$ cat src/rtl/aes_arb_pkg.sv
// Shared definitions for the AES request arbiter.
//   AES_BLK_W   : width of one AES block / IV / result
//   AES_MODE_W  : width of the core mode field
//   arb_state_e : arbiter sequencing states (IDLE -> START -> WAIT -> RESP)
package aes_arb_pkg;

  localparam int AES_BLK_W  = 128;
  localparam int AES_MODE_W = 3;

  typedef enum logic [1:0] {
    IDLE  = 2'd0,
    START = 2'd1,
    WAIT  = 2'd2,
    RESP  = 2'd3
  } arb_state_e;

endpackage

$ cat src/rtl/aes_rr_pick.sv
// Combinational round-robin priority picker.
// Ports:
//   valid     in  NUM_REQ  request vector
//   rr_ptr    in  ID_W     highest-priority index (must be < NUM_REQ)
//   grant     out NUM_REQ  one-hot grant (all zero when nothing is valid)
//   winner    out ID_W     index of the granted requester (0 when none)
//   any_valid out 1        at least one request is valid
module aes_rr_pick #(
  parameter int NUM_REQ = 2,
  parameter int ID_W    = 3
) (
  input  logic [NUM_REQ-1:0] valid,
  input  logic [ID_W-1:0]    rr_ptr,
  output logic [NUM_REQ-1:0] grant,
  output logic [ID_W-1:0]    winner,
  output logic               any_valid
);

  always_comb begin
    grant     = '0;
    winner    = '0;
    any_valid = 1'b0;
    // Visit offsets from farthest to nearest; the last hit is the first valid
    // requester at or after rr_ptr (with wrap-around).
    for (int k = NUM_REQ - 1; k >= 0; k--) begin
      for (int i = 0; i < NUM_REQ; i++) begin
        if (valid[i] && (i == (int'(rr_ptr) + k) % NUM_REQ)) begin
          grant     = '0;
          grant[i]  = 1'b1;
          winner    = ID_W'(i);
          any_valid = 1'b1;
        end
      end
    end
  end

endmodule

$ cat src/rtl/aes_req_arbiter.sv
// Shares one AES core between NUM_REQ requesters. Jobs are accepted
// round-robin over valid/ready, the winner's operands are latched onto the
// core inputs, start is pulsed, and the core result is returned on the
// winner's response channel.
//
// Optional build macro AES_ARB_TIMEOUT_EN: adds a WAIT-state watchdog that
// returns rsp_err = 1 / rsp_data = 0 after TIMEOUT_CYCLES - 1 WAIT cycles.
//
// Ports:
//   clk, resetn                 clock, asynchronous active-low reset
//   req_valid/req_ready         per-requester job handshake
//   req_enc_dec/mode/data/iv    per-requester job operands (packed by index)
//   rsp_valid/rsp_ready         per-requester response handshake
//   rsp_data, rsp_err           shared response payload
//   aes_start ... aes_iv        latched operands and start pulse to the core
//   aes_result, aes_done        core result and completion pulse
//   busy, grant_id              status: not idle / current or last winner
module aes_req_arbiter
  import aes_arb_pkg::*;
#(
  parameter int NUM_REQ        = 2,
  parameter int ID_W           = 3,
  parameter int TIMEOUT_CYCLES = 1024
) (
  input  logic                            clk,
  input  logic                            resetn,
  input  logic [NUM_REQ-1:0]              req_valid,
  output logic [NUM_REQ-1:0]              req_ready,
  input  logic [NUM_REQ-1:0]              req_enc_dec,
  input  logic [AES_MODE_W*NUM_REQ-1:0]   req_mode,
  input  logic [AES_BLK_W*NUM_REQ-1:0]    req_data,
  input  logic [AES_BLK_W*NUM_REQ-1:0]    req_iv,
  output logic [NUM_REQ-1:0]              rsp_valid,
  input  logic [NUM_REQ-1:0]              rsp_ready,
  output logic [AES_BLK_W-1:0]            rsp_data,
  output logic                            rsp_err,
  output logic                            aes_start,
  output logic                            aes_enc_dec,
  output logic [AES_MODE_W-1:0]           aes_mode,
  output logic [AES_BLK_W-1:0]            aes_plaintext,
  output logic [AES_BLK_W-1:0]            aes_iv,
  input  logic [AES_BLK_W-1:0]            aes_result,
  input  logic                            aes_done,
  output logic                            busy,
  output logic [ID_W-1:0]                 grant_id
);

  if ((1 << ID_W) < NUM_REQ || NUM_REQ < 1 || NUM_REQ > 8) begin : g_bad_num_req
    $error("aes_req_arbiter: NUM_REQ must be 1..8 and fit in ID_W bits");
  end
  if (TIMEOUT_CYCLES < 2) begin : g_bad_timeout
    $error("aes_req_arbiter: TIMEOUT_CYCLES must be at least 2");
  end

  arb_state_e             state_q, state_d;
  logic [ID_W-1:0]        rr_ptr_q, rr_ptr_d;
  logic [ID_W-1:0]        grant_id_q, grant_id_d;
  logic                   enc_dec_q, enc_dec_d;
  logic [AES_MODE_W-1:0]  mode_q, mode_d;
  logic [AES_BLK_W-1:0]   pt_q, pt_d;
  logic [AES_BLK_W-1:0]   iv_q, iv_d;
  logic [AES_BLK_W-1:0]   rsp_data_q, rsp_data_d;

  logic [NUM_REQ-1:0]     pick_grant;
  logic [ID_W-1:0]        pick_winner;
  logic                   pick_any;

  logic                   sel_enc_dec;
  logic [AES_MODE_W-1:0]  sel_mode;
  logic [AES_BLK_W-1:0]   sel_data;
  logic [AES_BLK_W-1:0]   sel_iv;
  logic                   rsp_taken;

`ifdef AES_ARB_TIMEOUT_EN
  localparam int CNT_W = $clog2(TIMEOUT_CYCLES + 1);
  logic [CNT_W-1:0]       cnt_q, cnt_d;
  logic                   rsp_err_q, rsp_err_d;
`endif

  aes_rr_pick #(
    .NUM_REQ (NUM_REQ),
    .ID_W    (ID_W)
  ) u_pick (
    .valid     (req_valid),
    .rr_ptr    (rr_ptr_q),
    .grant     (pick_grant),
    .winner    (pick_winner),
    .any_valid (pick_any)
  );

  // Operand mux driven by the one-hot grant.
  always_comb begin
    sel_enc_dec = 1'b0;
    sel_mode    = '0;
    sel_data    = '0;
    sel_iv      = '0;
    for (int i = 0; i < NUM_REQ; i++) begin
      if (pick_grant[i]) begin
        sel_enc_dec = req_enc_dec[i];
        sel_mode    = req_mode[i*AES_MODE_W +: AES_MODE_W];
        sel_data    = req_data[i*AES_BLK_W +: AES_BLK_W];
        sel_iv      = req_iv[i*AES_BLK_W +: AES_BLK_W];
      end
    end
  end

  always_comb begin
    rsp_valid = '0;
    for (int i = 0; i < NUM_REQ; i++) begin
      rsp_valid[i] = (state_q == RESP) && (grant_id_q == ID_W'(i));
    end
  end

  // Only the granted requester's rsp_ready bit can complete a response.
  assign rsp_taken = |(rsp_valid & rsp_ready);

  always_comb begin
    state_d    = state_q;
    rr_ptr_d   = rr_ptr_q;
    grant_id_d = grant_id_q;
    enc_dec_d  = enc_dec_q;
    mode_d     = mode_q;
    pt_d       = pt_q;
    iv_d       = iv_q;
    rsp_data_d = rsp_data_q;
`ifdef AES_ARB_TIMEOUT_EN
    cnt_d      = cnt_q;
    rsp_err_d  = rsp_err_q;
`endif
    case (state_q)
      IDLE: begin
        if (pick_any) begin
          state_d    = START;
          grant_id_d = pick_winner;
          enc_dec_d  = sel_enc_dec;
          mode_d     = sel_mode;
          pt_d       = sel_data;
          iv_d       = sel_iv;
          rr_ptr_d   = (int'(pick_winner) + 1 >= NUM_REQ) ? '0 : pick_winner + 1'b1;
        end
      end
      START: begin
        // A done pulse here cannot belong to this job and is ignored.
        state_d = WAIT;
`ifdef AES_ARB_TIMEOUT_EN
        cnt_d   = '0;
`endif
      end
      WAIT: begin
        if (aes_done) begin
          state_d    = RESP;
          rsp_data_d = aes_result;
`ifdef AES_ARB_TIMEOUT_EN
          rsp_err_d  = 1'b0;
        end else begin
          cnt_d = cnt_q + 1'b1;
          if (cnt_d == CNT_W'(TIMEOUT_CYCLES - 1)) begin
            state_d    = RESP;
            rsp_data_d = '0;
            rsp_err_d  = 1'b1;
          end
`endif
        end
      end
      RESP: begin
        if (rsp_taken) begin
          state_d = IDLE;
        end
      end
      default: state_d = IDLE;
    endcase
  end

  always_ff @(posedge clk or negedge resetn) begin
    if (!resetn) begin
      state_q    <= IDLE;
      rr_ptr_q   <= '0;
      grant_id_q <= '0;
      enc_dec_q  <= 1'b0;
      mode_q     <= '0;
      pt_q       <= '0;
      iv_q       <= '0;
      rsp_data_q <= '0;
`ifdef AES_ARB_TIMEOUT_EN
      cnt_q      <= '0;
      rsp_err_q  <= 1'b0;
`endif
    end else begin
      state_q    <= state_d;
      rr_ptr_q   <= rr_ptr_d;
      grant_id_q <= grant_id_d;
      enc_dec_q  <= enc_dec_d;
      mode_q     <= mode_d;
      pt_q       <= pt_d;
      iv_q       <= iv_d;
      rsp_data_q <= rsp_data_d;
`ifdef AES_ARB_TIMEOUT_EN
      cnt_q      <= cnt_d;
      rsp_err_q  <= rsp_err_d;
`endif
    end
  end

  assign req_ready     = (state_q == IDLE) ? pick_grant : '0;
  assign aes_start     = (state_q == START);
  assign busy          = (state_q != IDLE);
  assign grant_id      = grant_id_q;
  assign aes_enc_dec   = enc_dec_q;
  assign aes_mode      = mode_q;
  assign aes_plaintext = pt_q;
  assign aes_iv        = iv_q;
  assign rsp_data      = rsp_data_q;
`ifdef AES_ARB_TIMEOUT_EN
  assign rsp_err       = rsp_err_q;
`else
  assign rsp_err       = 1'b0;
`endif

endmodule

$ cat config.mk
export PLATFORM = sky130hd
export DESIGN_NAME = aes_req_arbiter
export DESIGN_NICKNAME = d
export VERILOG_FILES = /design/src/rtl/aes_arb_pkg.sv /design/src/rtl/aes_rr_pick.sv /design/src/rtl/aes_req_arbiter.sv
export SDC_FILE = /design/constraint.sdc
export NUM_CORES = 1
export LEC_CHECK = 0
export CAP_MARGIN = 15
export CORE_AREA = 2 2 412 414
export CTS_CLUSTER_DIAMETER = 200
export CTS_CLUSTER_SIZE = 30
export DETAILED_ROUTE_END_ITERATION = 10
export DIE_AREA = 0 0 414 416
export GPL_TIMING_DRIVEN = 0
export SETUP_SLACK_MARGIN = 0.3
export SLEW_MARGIN = 20
export SYNTH_ARGS = -nofsm -noshare
export SYNTH_HDL_FRONTEND = slang
export SYNTH_SLANG_ARGS = --single-unit
$ cat constraint.sdc
create_clock -name clk -period 1.95 [get_ports clk]
set_input_delay 0.2925 -clock clk [delete_from_list [all_inputs] [get_ports clk]]
set_output_delay 0.2925 -clock clk [all_outputs]
set_load 0.05 [all_outputs]
==> out/metrics.cfg, run 1 <==
[hold_path]
min_path_type=in2async

[global_route]
grt_pass1_vias=18200
grt_start_max_net_pins=89
gr-total-overflow=0
antenna_found_initial=62
grt_pass1_wl_um=175200
grt.total_usage=0.1495

[worst_setup_path]
path_max_fanout=10
crit_path_end_kind=output port
start_kind=input pin
crit_type=in2out
crit_arrival_ns=1.88
critPathRequiredTime_ns=1.66
ff2ff_path_depth=11

[timing]
fin_crit_ns=2.177
slew_viol_final=0
clock_skew_ns=0.04373
finalHoldViolCount=0
relSlewSlack=0.5030
max_freq_ghz=0.4594
worst_slew_pin_slew_ns=0.7456
fin_crit_sh=1.116
setup-violations-final=257
rsz0062_at_grt=true
timing.final.ws_setup_ns=-0.2265

[outcome]
status=complete, but fails checks
violations=setup timing

[floorplanning]
initial_core_util=0.09984
io_pins=1053
die_x_um=414
die_h_um=416
core.rowCount=151
die_area_mm2=0.1722
core_area_mm2=0.1681

[power]
comb_power_share=0.666
p_switching_uw=32190
p_leak_uw=0.01419
p_int_uw=27880
swShare=0.5358
power_density_mw_per_mm2=1732
clkPwrFrac=0.089
ir_drop_mv=0.7982
pwr-share-seq=0.245

[routing]
drt_iter0_drc=1625
ant_nets=0
dr.pass1.iters=5
drc_errors=0
viasPerCell=3.878
wl_per_cell_um=29.00
postRouteWirelength_um=143000
vias=19120

[placement]
place_ws_ns=-1.505
place_area_mm2=0.03019
dp_hpwl_um=113900
place.gp.congestion=1.023
numPortBuffers=1049

[synthesis]
syn_inst=1489
syn_avg_cell_area_um2=11.27
ys_warn_count=0
ys_ff_latch=392
syn_area_mm2=0.01679
yosysSeqAreaShare=0.5843
synthDistinctLibCells=28

[clock_tree]
cts_tree=done
clk_latency_ns=0.65
h-tree-depth=1
cts_buffer_depth=3
cts.sinks=392
numCtsBuffers=19
clk_pin_slew_ns=0.12
root_buffer=clkbuf_16

[finish]
seqCellArea_mm2=0.009837
nets=3351
final_area_mm2=0.03469
syn_to_final_growth_pct=106.6
fill_cells=18410
drive_gt1_frac=0.4423
multi_input_area_mm2=0.007934

[flow_run]
maxCapViolCount=0

## cells by family after synthesis
| logic type | count (synthesis) | synth area share |
|---|---|---|
| adder cells (fa/ha/maj) | 5 | 0.003727 |
| other | 1 | 0.0002234 |
| multiplexers | 130 | 0.08713 |
| flip-flops | 392 | 0.5843 |
| AND/OR/NAND/NOR | 268 | 0.06089 |
| AO/OA/AOI/OAI | 528 | 0.2166 |
| buffers and inverters | 165 | 0.04710 |
## cell type report
| cell class | instances | area share |
|---|---|---|
| Antenna cell | 15 | 0.001082 |
| Tap cell | 2218 | 0.08001 |
| Clock buffer | 20 | 0.01410 |
| Inverter | 4 | 0.0005771 |
| Buffer | 161 | 0.04877 |
| Timing Repair Buffer | 1179 | 0.3399 |
| Clock inverter | 7 | 0.003210 |
| Sequential cell | 392 | 0.2836 |
| Multi-Input combinational cell | 934 | 0.2287 |
## cell usage in the layout, fill, tap and decap left out, types with 22 or more instances in the layout
| cell type | Yosys | layout |
|---|---|---|
| nand2_1 | 261 | 101 |
| nand2_2 | 0 | 90 |
| buf_8 | 0 | 42 |
| buf_4 | 9 | 149 |
| a32oi_2 | 0 | 22 |
| o21ai_2 | 1 | 132 |
| nand2_4 | 0 | 69 |
| clkbuf_4 | 1 | 109 |
| clkdlybuf4s50_1 | 0 | 653 |
| buf_6 | 1 | 118 |
| buf_12 | 0 | 42 |
| buf_2 | 101 | 113 |
| a32oi_1 | 260 | 226 |
| clkbuf_2 | 0 | 46 |
| mux2_2 | 129 | 127 |
| o21ai_1 | 191 | 124 |
| dfrtp_1 | 392 | 370 |
| clkbuf_16 | 0 | 60 |
| dfrtp_2 | 0 | 22 |
## synth_stat cells (all sizes together)
library cell / count / area, um^2
buf: 111 / 584.3
a21o: 1 / 7.510
a32oi: 260 / 2277
a2bb2oi: 1 / 8.760
nand2b: 1 / 6.260
a21boi: 1 / 7.510
and2: 2 / 12.51
dfrtp: 392 / 9809
conb: 1 / 3.750
a221oi: 1 / 8.760
mux2: 129 / 1453
ha: 5 / 62.56
nor3b: 1 / 7.510
nand2: 261 / 979.7
o21ai: 261 / 1310
nor2b: 1 / 6.260
and3: 1 / 6.260
clkbuf: 50 / 191.4
nor2: 1 / 3.750
a21oi: 2 / 10.01
inv: 4 / 15.01
mux2i: 1 / 10.01
a31oi: 1 / 6.260
## power by group through the flow
stage | logic, uW | clock network [uW] | registers [uW]
after global routing | 41500 | 5920 | 15100
after global placement | 33600 | 0 | 14100
final | 40000 | 5350 | 14700
after CTS | 33400 | 5670 | 14000
after detailed placement | 33700 | 0 | 14200
after floorplan | 6600 | 0 | 26000
## per-layer routing
layer | routed length (um) | track usage | part of all wire | up-vias
met1 | 55380 | 0.1791 | 0.39 | 9765
met5 | 41 | 0 | 0.00029 | -
met4 | 6270 | 0.05290 | 0.044 | 6
li1 | - | - | - | 8014
met3 | 14090 | 0.04985 | 0.099 | 225
met2 | 67190 | 0.2488 | 0.47 | 1107
## worst max-delay path: stages
cell	delay, ns
clkdlybuf4s50_1	0.62
buf_8	0.24
buf_4	0.28
and3_4	0.25
buf_12	0.16
## metrics by stage
| step | hold WS [ns] | std cells | power (uW) | setup TNS, ns | utilization |
|---|---|---|---|---|---|
| floorplan | -0.003091 | 1491 | 32590 | 0 | - |
| global placement | 0.4612 | 4758 | 47720 | -7697.11 | 0.1789 |
| detailed placement | 0.3192 | 4762 | 47860 | -362.42 | 0.1795 |
| CTS | 0.1761 | 4801 | 53070 | -80.91 | 0.1846 |
| global route | 0.1984 | 4926 | 62460 | -35.30 | 0.2062 |
| finish | 0.2196 | 4930 | 60070 | -22.61 | 0.2063 |
## worst paths after layout
check | startpoint | to | slack, ns
min in group clk | aes_result[102] | rsp_data[102] | 0.24
min | resetn | rsp_data[18] | 0.22
max in group asynchronous | resetn | aes_plaintext[126] | 0.25
max reg2reg | state_q[0] | aes_plaintext[116] | -0.18
min reg2reg | aes_iv[32] | aes_iv[32] | 0.50
max | req_valid[1] | req_ready[1] | -0.23
## registers in the layout, indices dropped and copies added (netlist names)
register       cells
aes_iv           128
aes_plaintext    128
rsp_data         128
aes_mode           3
state_q            2
aes_enc_dec        1
grant_id           1
rr_ptr_q           1
## timing repair
action / 4_1_cts / 5_1_grt
setup buffers: 11 / 72
cloned: 0 / 42
hold endpoints to repair: 72 / 0
hold buffers: 1 / 0
endpoints found under the setup margin: 786 / 932
resized for setup: 492 / 2394
pin swaps: 4 / 175
Power figures use the tool's default switching activity.
==> run 2: changes to the inputs <==
CAP_MARGIN = 5   (was 15)
==> results of run 2 <==
No change in the layout: final DEF, timing and power equal those of run 1.
